**config.mk**
```make
export PLATFORM = sky130hd
export DESIGN_NAME = audio_dac_tx_flat
export DESIGN_NICKNAME = d
export VERILOG_FILES = /design/src/rtl/audio_dac_tx_pkg.sv /design/src/rtl/audio_dac_tx_if.sv /design/src/rtl/audio_dac_tx_sample_fifo.sv /design/src/rtl/audio_dac_tx.sv /design/src/flat_wrapper.sv
export SDC_FILE = /design/constraint.sdc
export NUM_CORES = 1
export LEC_CHECK = 0
export CORE_UTILIZATION = 30
export CTS_CLUSTER_SIZE = 16
export DETAILED_ROUTE_END_ITERATION = 10
export GPL_ROUTABILITY_DRIVEN = 0
export SLEW_MARGIN = 20
export SYNTH_ARGS = -nofsm -noshare
export SYNTH_HDL_FRONTEND = slang
export SYNTH_SLANG_ARGS = --single-unit
```
**constraint.sdc**
```tcl
create_clock -name clk -period 5.6 [get_ports clk]
set_input_delay 1.68 -clock clk [delete_from_list [all_inputs] [get_ports clk]]
set_output_delay 1.68 -clock clk [all_outputs]
set_load 0.02 [all_outputs]
```
**src/rtl/audio_dac_tx_pkg.sv**
```systemverilog
// Shared definitions for the audio DAC transmit path: parameter defaults and FSM states.
package audio_dac_tx_pkg;

    localparam int unsigned N_DEFAULT          = 16;
    localparam int unsigned FIFO_DEPTH_DEFAULT = 4;

    typedef enum logic [1:0] {
        WAIT_FRAME = 2'd0,
        LOAD       = 2'd1,
        SHIFT      = 2'd2,
        PAD        = 2'd3
    } tx_state_e;

endpackage

```
**src/rtl/audio_dac_tx_if.sv**
```systemverilog
// Sample stream handshake between a PCM source and the DAC transmitter.
interface audio_dac_tx_if
    import audio_dac_tx_pkg::*;
#(
    parameter int unsigned N = N_DEFAULT
) ();

    logic [N-1:0] sample_data;
    logic         sample_valid;
    logic         sample_ready;

    modport master (
        output sample_data,
        output sample_valid,
        input  sample_ready
    );

    modport slave (
        input  sample_data,
        input  sample_valid,
        output sample_ready
    );

endinterface

```
**src/rtl/audio_dac_tx_sample_fifo.sv**
```systemverilog
// Sample buffer between the PCM stream and the frame register; flags come from registered pointers.
module sample_fifo
    import audio_dac_tx_pkg::*;
#(
    parameter int unsigned N          = N_DEFAULT,
    parameter int unsigned FIFO_DEPTH = FIFO_DEPTH_DEFAULT
) (
    input  logic         clk,
    input  logic         reset,
    input  logic         push,
    input  logic         pop,
    input  logic [N-1:0] wdata,
    output logic [N-1:0] rdata,
    output logic         full,
    output logic         empty
);

    localparam int unsigned AW = $clog2(FIFO_DEPTH);

    logic [N-1:0] mem [FIFO_DEPTH];
    logic [AW:0]  wr_ptr;
    logic [AW:0]  rd_ptr;
    logic         do_push;
    logic         do_pop;

    // Extra pointer MSB distinguishes full from empty when the index bits match.
    assign empty   = (wr_ptr == rd_ptr);
    assign full    = (wr_ptr[AW] != rd_ptr[AW]) && (wr_ptr[AW-1:0] == rd_ptr[AW-1:0]);
    assign do_push = push & ~full;
    assign do_pop  = pop & ~empty;
    assign rdata   = mem[rd_ptr[AW-1:0]];

    always_ff @(posedge clk) begin
        if (reset) begin
            wr_ptr <= '0;
            rd_ptr <= '0;
        end else begin
            if (do_push) begin
                wr_ptr <= wr_ptr + (AW+1)'(1);
            end
            if (do_pop) begin
                rd_ptr <= rd_ptr + (AW+1)'(1);
            end
        end
    end

    always_ff @(posedge clk) begin
        if (do_push) begin
            mem[wr_ptr[AW-1:0]] <= wdata;
        end
    end

endmodule

```
**src/rtl/audio_dac_tx.sv**
```systemverilog
// I2S DAC transmitter: buffers PCM samples and serialises one mono word per frame half
// against codec-driven bclk/daclrck, which are resynchronised into the clk domain.
module audio_dac_tx
    import audio_dac_tx_pkg::*;
#(
    parameter int unsigned N          = N_DEFAULT,
    parameter int unsigned FIFO_DEPTH = FIFO_DEPTH_DEFAULT
) (
    input  logic          clk,
    input  logic          reset,
    audio_dac_tx_if.slave dstream,
    input  logic          bclk,
    input  logic          daclrck,
    output logic          dacdat,
    output logic          underflow
);

    localparam int unsigned CNT_W = $clog2(N + 1);

    logic [1:0]       bclk_sync;
    logic [1:0]       lrck_sync;
    logic             bclk_q;
    logic             lrck_q;
    logic             bclk_fall;
    logic             lrck_fall;
    logic             lrck_rise;
    logic             lrck_edge;

    logic             fifo_push;
    logic             fifo_pop;
    logic             fifo_full;
    logic             fifo_empty;
    logic [N-1:0]     fifo_rdata;
    logic [N-1:0]     frame_word;

    tx_state_e        state;
    tx_state_e        state_next;
    logic             load_en;
    logic             shift_en;
    logic             pad_en;
    logic [N-1:0]     shifter;
    logic [CNT_W-1:0] bit_cnt;

    // Two-flop synchronisers followed by an edge-detect stage.
    always_ff @(posedge clk) begin
        if (reset) begin
            bclk_sync <= '0;
            lrck_sync <= '0;
            bclk_q    <= 1'b0;
            lrck_q    <= 1'b0;
        end else begin
            bclk_sync <= {bclk_sync[0], bclk};
            lrck_sync <= {lrck_sync[0], daclrck};
            bclk_q    <= bclk_sync[1];
            lrck_q    <= lrck_sync[1];
        end
    end

    assign bclk_fall = bclk_q & ~bclk_sync[1];
    assign lrck_fall = lrck_q & ~lrck_sync[1];
    assign lrck_rise = ~lrck_q & lrck_sync[1];
    assign lrck_edge = lrck_fall | lrck_rise;

    assign dstream.sample_ready = ~fifo_full;
    assign fifo_push            = dstream.sample_valid & ~fifo_full;
    assign fifo_pop             = lrck_fall & ~fifo_empty;

    sample_fifo #(
        .N          (N),
        .FIFO_DEPTH (FIFO_DEPTH)
    ) u_fifo (
        .clk   (clk),
        .reset (reset),
        .push  (fifo_push),
        .pop   (fifo_pop),
        .wdata (dstream.sample_data),
        .rdata (fifo_rdata),
        .full  (fifo_full),
        .empty (fifo_empty)
    );

    // Left frame start latches the next sample (silence if none) for both halves.
    always_ff @(posedge clk) begin
        if (reset) begin
            frame_word <= '0;
            underflow  <= 1'b0;
        end else begin
            underflow <= lrck_fall & fifo_empty;
            if (lrck_fall) begin
                frame_word <= fifo_empty ? '0 : fifo_rdata;
            end
        end
    end

    always_ff @(posedge clk) begin
        if (reset) begin
            state <= WAIT_FRAME;
        end else begin
            state <= state_next;
        end
    end

    // Frame edges take priority over a coincident bclk edge.
    always_comb begin
        state_next = state;
        load_en    = 1'b0;
        shift_en   = 1'b0;
        pad_en     = 1'b0;
        case (state)
            WAIT_FRAME: begin
                if (lrck_fall) begin
                    state_next = LOAD;
                end
            end
            LOAD: begin
                load_en    = 1'b1;
                state_next = SHIFT;
            end
            SHIFT: begin
                if (lrck_edge) begin
                    state_next = LOAD;
                end else if (bclk_fall) begin
                    shift_en = 1'b1;
                    if (bit_cnt == CNT_W'(1)) begin
                        state_next = PAD;
                    end
                end
            end
            PAD: begin
                if (lrck_edge) begin
                    state_next = LOAD;
                end else if (bclk_fall) begin
                    pad_en = 1'b1;
                end
            end
            default: begin
                state_next = WAIT_FRAME;
            end
        endcase
    end

    always_ff @(posedge clk) begin
        if (reset) begin
            shifter <= '0;
            bit_cnt <= '0;
            dacdat  <= 1'b0;
        end else begin
            if (load_en) begin
                shifter <= frame_word;
                bit_cnt <= CNT_W'(N);
            end else if (shift_en) begin
                dacdat  <= shifter[N-1];
                shifter <= {shifter[N-2:0], 1'b0};
                bit_cnt <= bit_cnt - CNT_W'(1);
            end else if (pad_en) begin
                dacdat  <= 1'b0;
            end
        end
    end

endmodule

```
**src/flat_wrapper.sv**
```systemverilog
// flat-port wrapper written by rule: the top's interface ports become plain ports
module audio_dac_tx_flat import audio_dac_tx_pkg::*;
#(
    parameter int unsigned N          = N_DEFAULT,
    parameter int unsigned FIFO_DEPTH = FIFO_DEPTH_DEFAULT
)
  (clk, reset, bclk, daclrck, dacdat, underflow, dstream_sample_data, dstream_sample_valid, dstream_sample_ready);
  audio_dac_tx_if #(.N(N)) dstream_i ();
  input  logic clk;
  input  logic reset;
  input  logic bclk;
  input  logic daclrck;
  output logic dacdat;
  output logic underflow;
  input wire logic [$bits(dstream_i.sample_data)-1:0] dstream_sample_data;
  input wire logic [$bits(dstream_i.sample_valid)-1:0] dstream_sample_valid;
  output wire logic [$bits(dstream_i.sample_ready)-1:0] dstream_sample_ready;
  assign dstream_i.sample_data = dstream_sample_data;
  assign dstream_i.sample_valid = dstream_sample_valid;
  assign dstream_sample_ready = dstream_i.sample_ready;
  audio_dac_tx #(.N(N), .FIFO_DEPTH(FIFO_DEPTH)) u_core (.clk(clk), .reset(reset), .dstream(dstream_i), .bclk(bclk), .daclrck(daclrck), .dacdat(dacdat), .underflow(underflow));
endmodule
```
Word-level counts from Yosys, hierarchy flattened
Memories as Yosys holds them, arrays and structs flattened. A register that Yosys moved wholly into a read port is not among the register bits.
Index checks and enable logic that the tools add are counted.
- muxes and demuxes: 22
- reduce and logical (&&, ||, !) cells: 7
- add/sub/neg operators: 3
- eq/ne operators: 11
- bitwise gates (word level): 15
- operator list (operator ; count):
    16-bit two-way mux ; 3
    2-bit two-way mux ; 7
    5-bit two-way mux ; 2
    1-bit two-way mux ; 9
    1-bit AND ; 8
    2-bit case mux with 4 select lines ; 1
    3-bit by 1-bit adder with 3-bit output (second input constant) ; 2
    3-bit by 1-bit != test with 1-bit output (second input constant) ; 2
    1-bit inverter ; 6
    5-bit by 1-bit == test with 1-bit output (second input constant) ; 1
    5-bit by 1-bit subtractor with 5-bit output (second input constant) ; 1
    2-bit == test (second input constant) ; 2
    2-bit by 1-bit != test with 1-bit output (second input constant) ; 2
    4-bit AND reduction ; 1
    2-bit nonzero test ; 2
    3-bit == test ; 1
    2-bit by 1-bit == test with 1-bit output (second input constant) ; 1
    2-bit == test ; 1
    2-bit zero test ; 1
    2-bit AND reduction ; 1
    2-bit OR reduction ; 1
    1-bit logical AND ; 1
    1-bit != test ; 1
    1-bit OR ; 1
- memories kept: 1
- RAM bits: 64
- logic and storage cells: 72
- bits in registers: 53
- input port bits: 21
- memory list (memory ; depth ; width ; rd ports ; clocked after memory_dff ; write ports ; RTL line ; RTL):
    u_core.u_fifo.mem ; 4 ; 16 ; 1 ; 1 ; 1 ; audio_dac_tx_sample_fifo.sv:20 ; logic [N-1:0] mem [FIFO_DEPTH];

Logic depth before layout (Yosys ltp)
- depth after elaboration: 7
- gate-level depth with buffers: 7

Hierarchy
Synthesis repeated with hierarchy kept, for this count alone.
- cells, all modules: 384
- area, all modules: 4892.2 µm²
- by module, submodules not included (module ; cells each ; area an instance (µm²) ; instances ; sequential area each (µm²)):
    sample_fifo ; 152 ; 2885.3 ; 1 ; 2082.0
    audio_dac_tx ; 232 ; 2006.9 ; 1 ; 940.9

Least setup slack after synthesis
No wires, ideal clock.
- path type: input to register
- start point: input port dstream_sample_valid
- end point: memory u_core.u_fifo.mem[0][0] (netlist bit) (enable)
- cell stages on the path: 2
- setup slack: 2.874 ns
- data arrival time: 2.353 ns
- data required time: 5.226 ns
- buffers on the path: 0
- path through: o31a_1 -> and2_1
- longest elaborated chain between the ends: 4
- RTL lines (item ; RTL line ; RTL):
    start: declaration ; flat_wrapper.sv:16 ; input wire logic [$bits(dstream_i.sample_valid)-1:0] dstream_sample_valid;
    1-bit AND ; audio_dac_tx.sv:65 ; assign fifo_push = dstream.sample_valid & ~fifo_full;
    1-bit AND ; audio_dac_tx_sample_fifo.sv:29 ; assign do_push = push & ~full;
    1-bit two-way mux ; audio_dac_tx_sample_fifo.sv:48 ; if (do_push) begin
    1-bit two-way mux (not written as such) ; audio_dac_tx_sample_fifo.sv:49 ; mem[wr_ptr[AW-1:0]] <= wdata;
    end: declaration ; audio_dac_tx_sample_fifo.sv:20 ;
No other way between the ends.

Final worst setup path
- start point: register u_core.u_fifo.wr_ptr[0]
- end point: output port dstream_sample_ready
- longest elaborated chain between the ends: 3
- RTL lines (item ; RTL line ; RTL):
    start: declaration ; audio_dac_tx_sample_fifo.sv:21 ; logic [AW:0] wr_ptr;
    start signal: assignment ; audio_dac_tx_sample_fifo.sv:39 ; wr_ptr <= wr_ptr + (AW+1)'(1);
    2-bit == test ; audio_dac_tx_sample_fifo.sv:28 ; assign full = (wr_ptr[AW] != rd_ptr[AW]) && (wr_ptr[AW-1:0] == rd_ptr[AW-1:0]);
    1-bit logical AND ; audio_dac_tx_sample_fifo.sv:28 ;
    1-bit inverter ; audio_dac_tx.sv:64 ; assign dstream.sample_ready = ~fifo_full;
    end: declaration ; flat_wrapper.sv:17 ; output wire logic [$bits(dstream_i.sample_ready)-1:0] dstream_sample_ready;
No other way between the ends.

==> impl_metrics.yaml <==
run_status:
  outcome: "finished, final reports clean"
timing:
  fmaxAchievable_ghz: 0.2789
  timing.final.hold_violations: 0
  slew_headroom_pct: 35.22
  worst_hold_check_slack_ps: 437.2
  report.final.setup_viol: 0
  fin_crit_sh_pct: 64.02
  rsz0062_at_grt: "false"
  worst_slew_pin_slew_ps: 968.1
  finalSetupTns_ps: 0
  post-route-min-period_ps: 3585
  final.setup_skew_ps: 6.978
  slew_viol_final: 0
cells_and_area:
  design.final.nets: 385
  fraction_of_final_layout_cells_with_drive_strength_greater_than_1_pct: 15.15
  finalInstanceArea_um2: 5598
  flow.area_growth_from_synthesis_pct: 21.44
  fill_cells: 1380
  antenna_cells: 0
yosys:
  post-synth-top-area-fraction_pct: 41.69
  synth-edff-count: 64
  synth-async-reset-ratio_pct: 0
  synth.avg_cell_area_um2: 14.23
  mappedNetlistNets: 358
  netlist_top_cells_area: "sky130_fd_sc_hd__edfxtp_1, sky130_fd_sc_hd__dfxtp_1, sky130_fd_sc_hd__mux4_2"
  leading_post_synthesis_cells_by_instance_count: "sky130_fd_sc_hd__edfxtp_1, sky130_fd_sc_hd__dfxtp_1, sky130_fd_sc_hd__nand2_1, sky130_fd_sc_hd__nor2_1"
  synthFlopType: "sky130_fd_sc_hd__edfxtp_1"
  syn-cell-area_um2: 4609
  synth_cell_types: 40
  seq_total_area_yosys_pct: 65.58
  flop_and_latch_count_out_of_synthesis: 119
  post_synth_inst_count: 324
  yosysMostFrequentCell: "sky130_fd_sc_hd__edfxtp_1"
  ys.warnings.count: 0
  synth_top_cell_by_area: "sky130_fd_sc_hd__edfxtp_1"
floorplan:
  floorplan.die_area_um2: 15860
  die_height_um: 126.0
  floorplan.rows: 44
  io-pin-count: 24
  core_area_um2: 14750
  die_width_um: 126.0
  floorplan.initialDensity_pct: 31.24
setup_path:
  crit_required_ps: 3920
  rr_worst_depth: 3
  critical_path.endpoint: "dstream_sample_ready"
  arrival_ps: 1910
  crit-reg2reg-capture: "u_core.u_fifo.mem[0][4]"
  critPathSlowestCell: "sky130_fd_sc_hd__clkdlybuf4s50_1"
  worstPathMaxFanout: 5
  setup.worst_path.start: "u_core.u_fifo.wr_ptr[0]"
  timing.setup.critical_path_class: "reg -> out"
  r2r_start: "u_core.u_fifo.wr_ptr[0]"
  rrSetupSlack_ps: 3480
  critical_path.cell_chain: "xor2_2, or3_1, clkdlybuf4s50_1"
  critical_path.endpoint_type: "output port"
  start_kind: "flop"
  cpPeakStageDelay_ps: 590
cts:
  setup_fix_buffers_added_after_clock_tree_synthesis: 0
  cts_root_buffer: "sky130_fd_sc_hd__clkbuf_16"
  cts_resized: 0
  path_clk_slew_ps: 50
  cts_tree: "done"
  clock-sinks: 119
  cts-buffers-inserted: 17
  clock_tree.buffer_depth: 2
  clock_insertion_delay_worst_skew_ps: 400
  cts_hold_buf: 0
  htreeDepth: 4
detailed_routing:
  detail_route.first_pass.iterations: 4
  routed_via_density: 4.706
  drcViolationCount: 0
  route.final.wire_length_um: 7640
  drt_iter0_drc: 74
  dr_total_vias: 2574
  ant_nets: 0
  avgRoutedWirePerCell_um: 13.97
grt:
  grt_usage_pct: 10.47
  gr-total-overflow: 0
  grt_max_degree: 42
  first_global_vias: 2634
  grt_antenna_before_repair: 0
  wire_length_of_the_first_global_routing_pass_um: 12990
run:
  cap_viol_max_count: 0
placed_design:
  io_buffer_count: 23
  placed_cell_area_um2: 4995
  half_perimeter_wire_length_after_detailed_placement_um: 4836
power:
  ir_worst_vdd_mv: 0.2167
  cellLeakagePower_nw: 1.934
  power_per_unit_of_standard_cell_area_nw_per_um2: 404.2
hold_path:
  hold_path.class: "reg -> reg"
==> cell usage in the layout (no fill, tap or decap), types with 11 or more instances in the layout <==
cell type	n
sky130_fd_sc_hd__nor2_1	27
sky130_fd_sc_hd__dfxtp_1	54
sky130_fd_sc_hd__clkdlybuf4s50_1	23
sky130_fd_sc_hd__edfxtp_1	64
sky130_fd_sc_hd__clkbuf_16	17
sky130_fd_sc_hd__a22o_1	16
sky130_fd_sc_hd__ha_1	13
sky130_fd_sc_hd__nand2_1	35
sky130_fd_sc_hd__inv_1	11
sky130_fd_sc_hd__mux4_2	16
sky130_fd_sc_hd__a311oi_1	15
==> per-stage QoR <==
step	utilization (%)	instances	setup slack (ps)	power, W
finish	37.94	547	2015	0.002263
global route	37.94	547	1896	0.002343
CTS	37.93	547	1992	0.002278
detailed placement	33.85	516	2053	0.001195
global placement	33.85	516	2085	0.001189
floorplan	-	324	2874	0.001142
==> worst max-delay path, delay by kind of cell (launching register included) <==
kind | cells | cell delay [ps]
buffers and inverters | 1 | 590
flip-flops | 1 | 450
AND/OR/NAND/NOR | 1 | 150
XOR/XNOR | 1 | 310
==> cells by family after synthesis <==
kind of cell / synth area share [%]
muxes: 8.469
xor gates and xnor gates: 2.416
adders and majority gates: 3.529
DFF: 65.58
buffers and inverters: 2.769
AOI/OAI and AO/OA: 8.496
and+or+nand+nor: 8.741
==> cell type report <==
cell class / instances / area, um^2 / area share (%)
clock buffer: 17 / 425.4 / 7.599
inverter: 12 / 45.04 / 0.8046
clock inverter: 14 / 176.4 / 3.152
timing repair buffer: 24 / 237.7 / 4.247
multi-input combinational: 177 / 1459 / 26.06
tap: 184 / 230.2 / 4.113
sequential: 119 / 3024 / 54.02
==> how the worst min path moves through the flow <==
| stage | from | end | slack, ps | cells after the start |
|---|---|---|---|---|
| 3_5_place_dp | u_core.lrck_sync[0] | u_core.lrck_sync[1] | 430 | 1 |
| 6_report | u_core.lrck_sync[1] | u_core.lrck_q | 440 | 2 |
| 4_1_cts | u_core.lrck_sync[0] | u_core.lrck_sync[1] | 440 | 1 |
| 3_3_place_gp | u_core.lrck_sync[0] | u_core.lrck_sync[1] | 420 | 1 |
| 5_1_grt | u_core.bclk_sync[0] | u_core.bclk_sync[1] | 460 | 1 |
| 2_1_floorplan | u_core.bclk_sync[0] | u_core.bclk_sync[1] | 410 | 1 |
==> power by group <==
part	total (W)	internal, W	leakage [nW]	switching (W)
sequential	0.00101	0.000984	1.03	0.0000290
combinational	0.000164	0.0000677	0.609	0.0000960
clock	0.00109	0.000700	0.290	0.000385
total	0.00226	0.00175	1.93	0.000510
==> layer usage <==
metal | global-route usage, % | vias up | wire length [um]
met5 | 0 | - | 0
met4 | 4.890 | 0 | 85
met3 | 2.846 | 9 | 224
met2 | 16.48 | 41 | 3558
met1 | 13.41 | 1260 | 3771
li1 | - | 1264 | -
==> state kept, by name, summed over array words and instances (netlist names), named ones only <==
signal                cells
u_core.frame_word        16
u_core.state              2
u_core.bit_cnt            5
u_core.dacdat             1
u_core.lrck_sync          2
u_core.bclk_q             1
u_core.u_fifo.wr_ptr      3
u_core.lrck_q             1
u_core.u_fifo.mem        64
u_core.underflow          1
u_core.bclk_sync          2
u_core.shifter           16
u_core.u_fifo.rd_ptr      3
(Power assumes the default switching activity.)
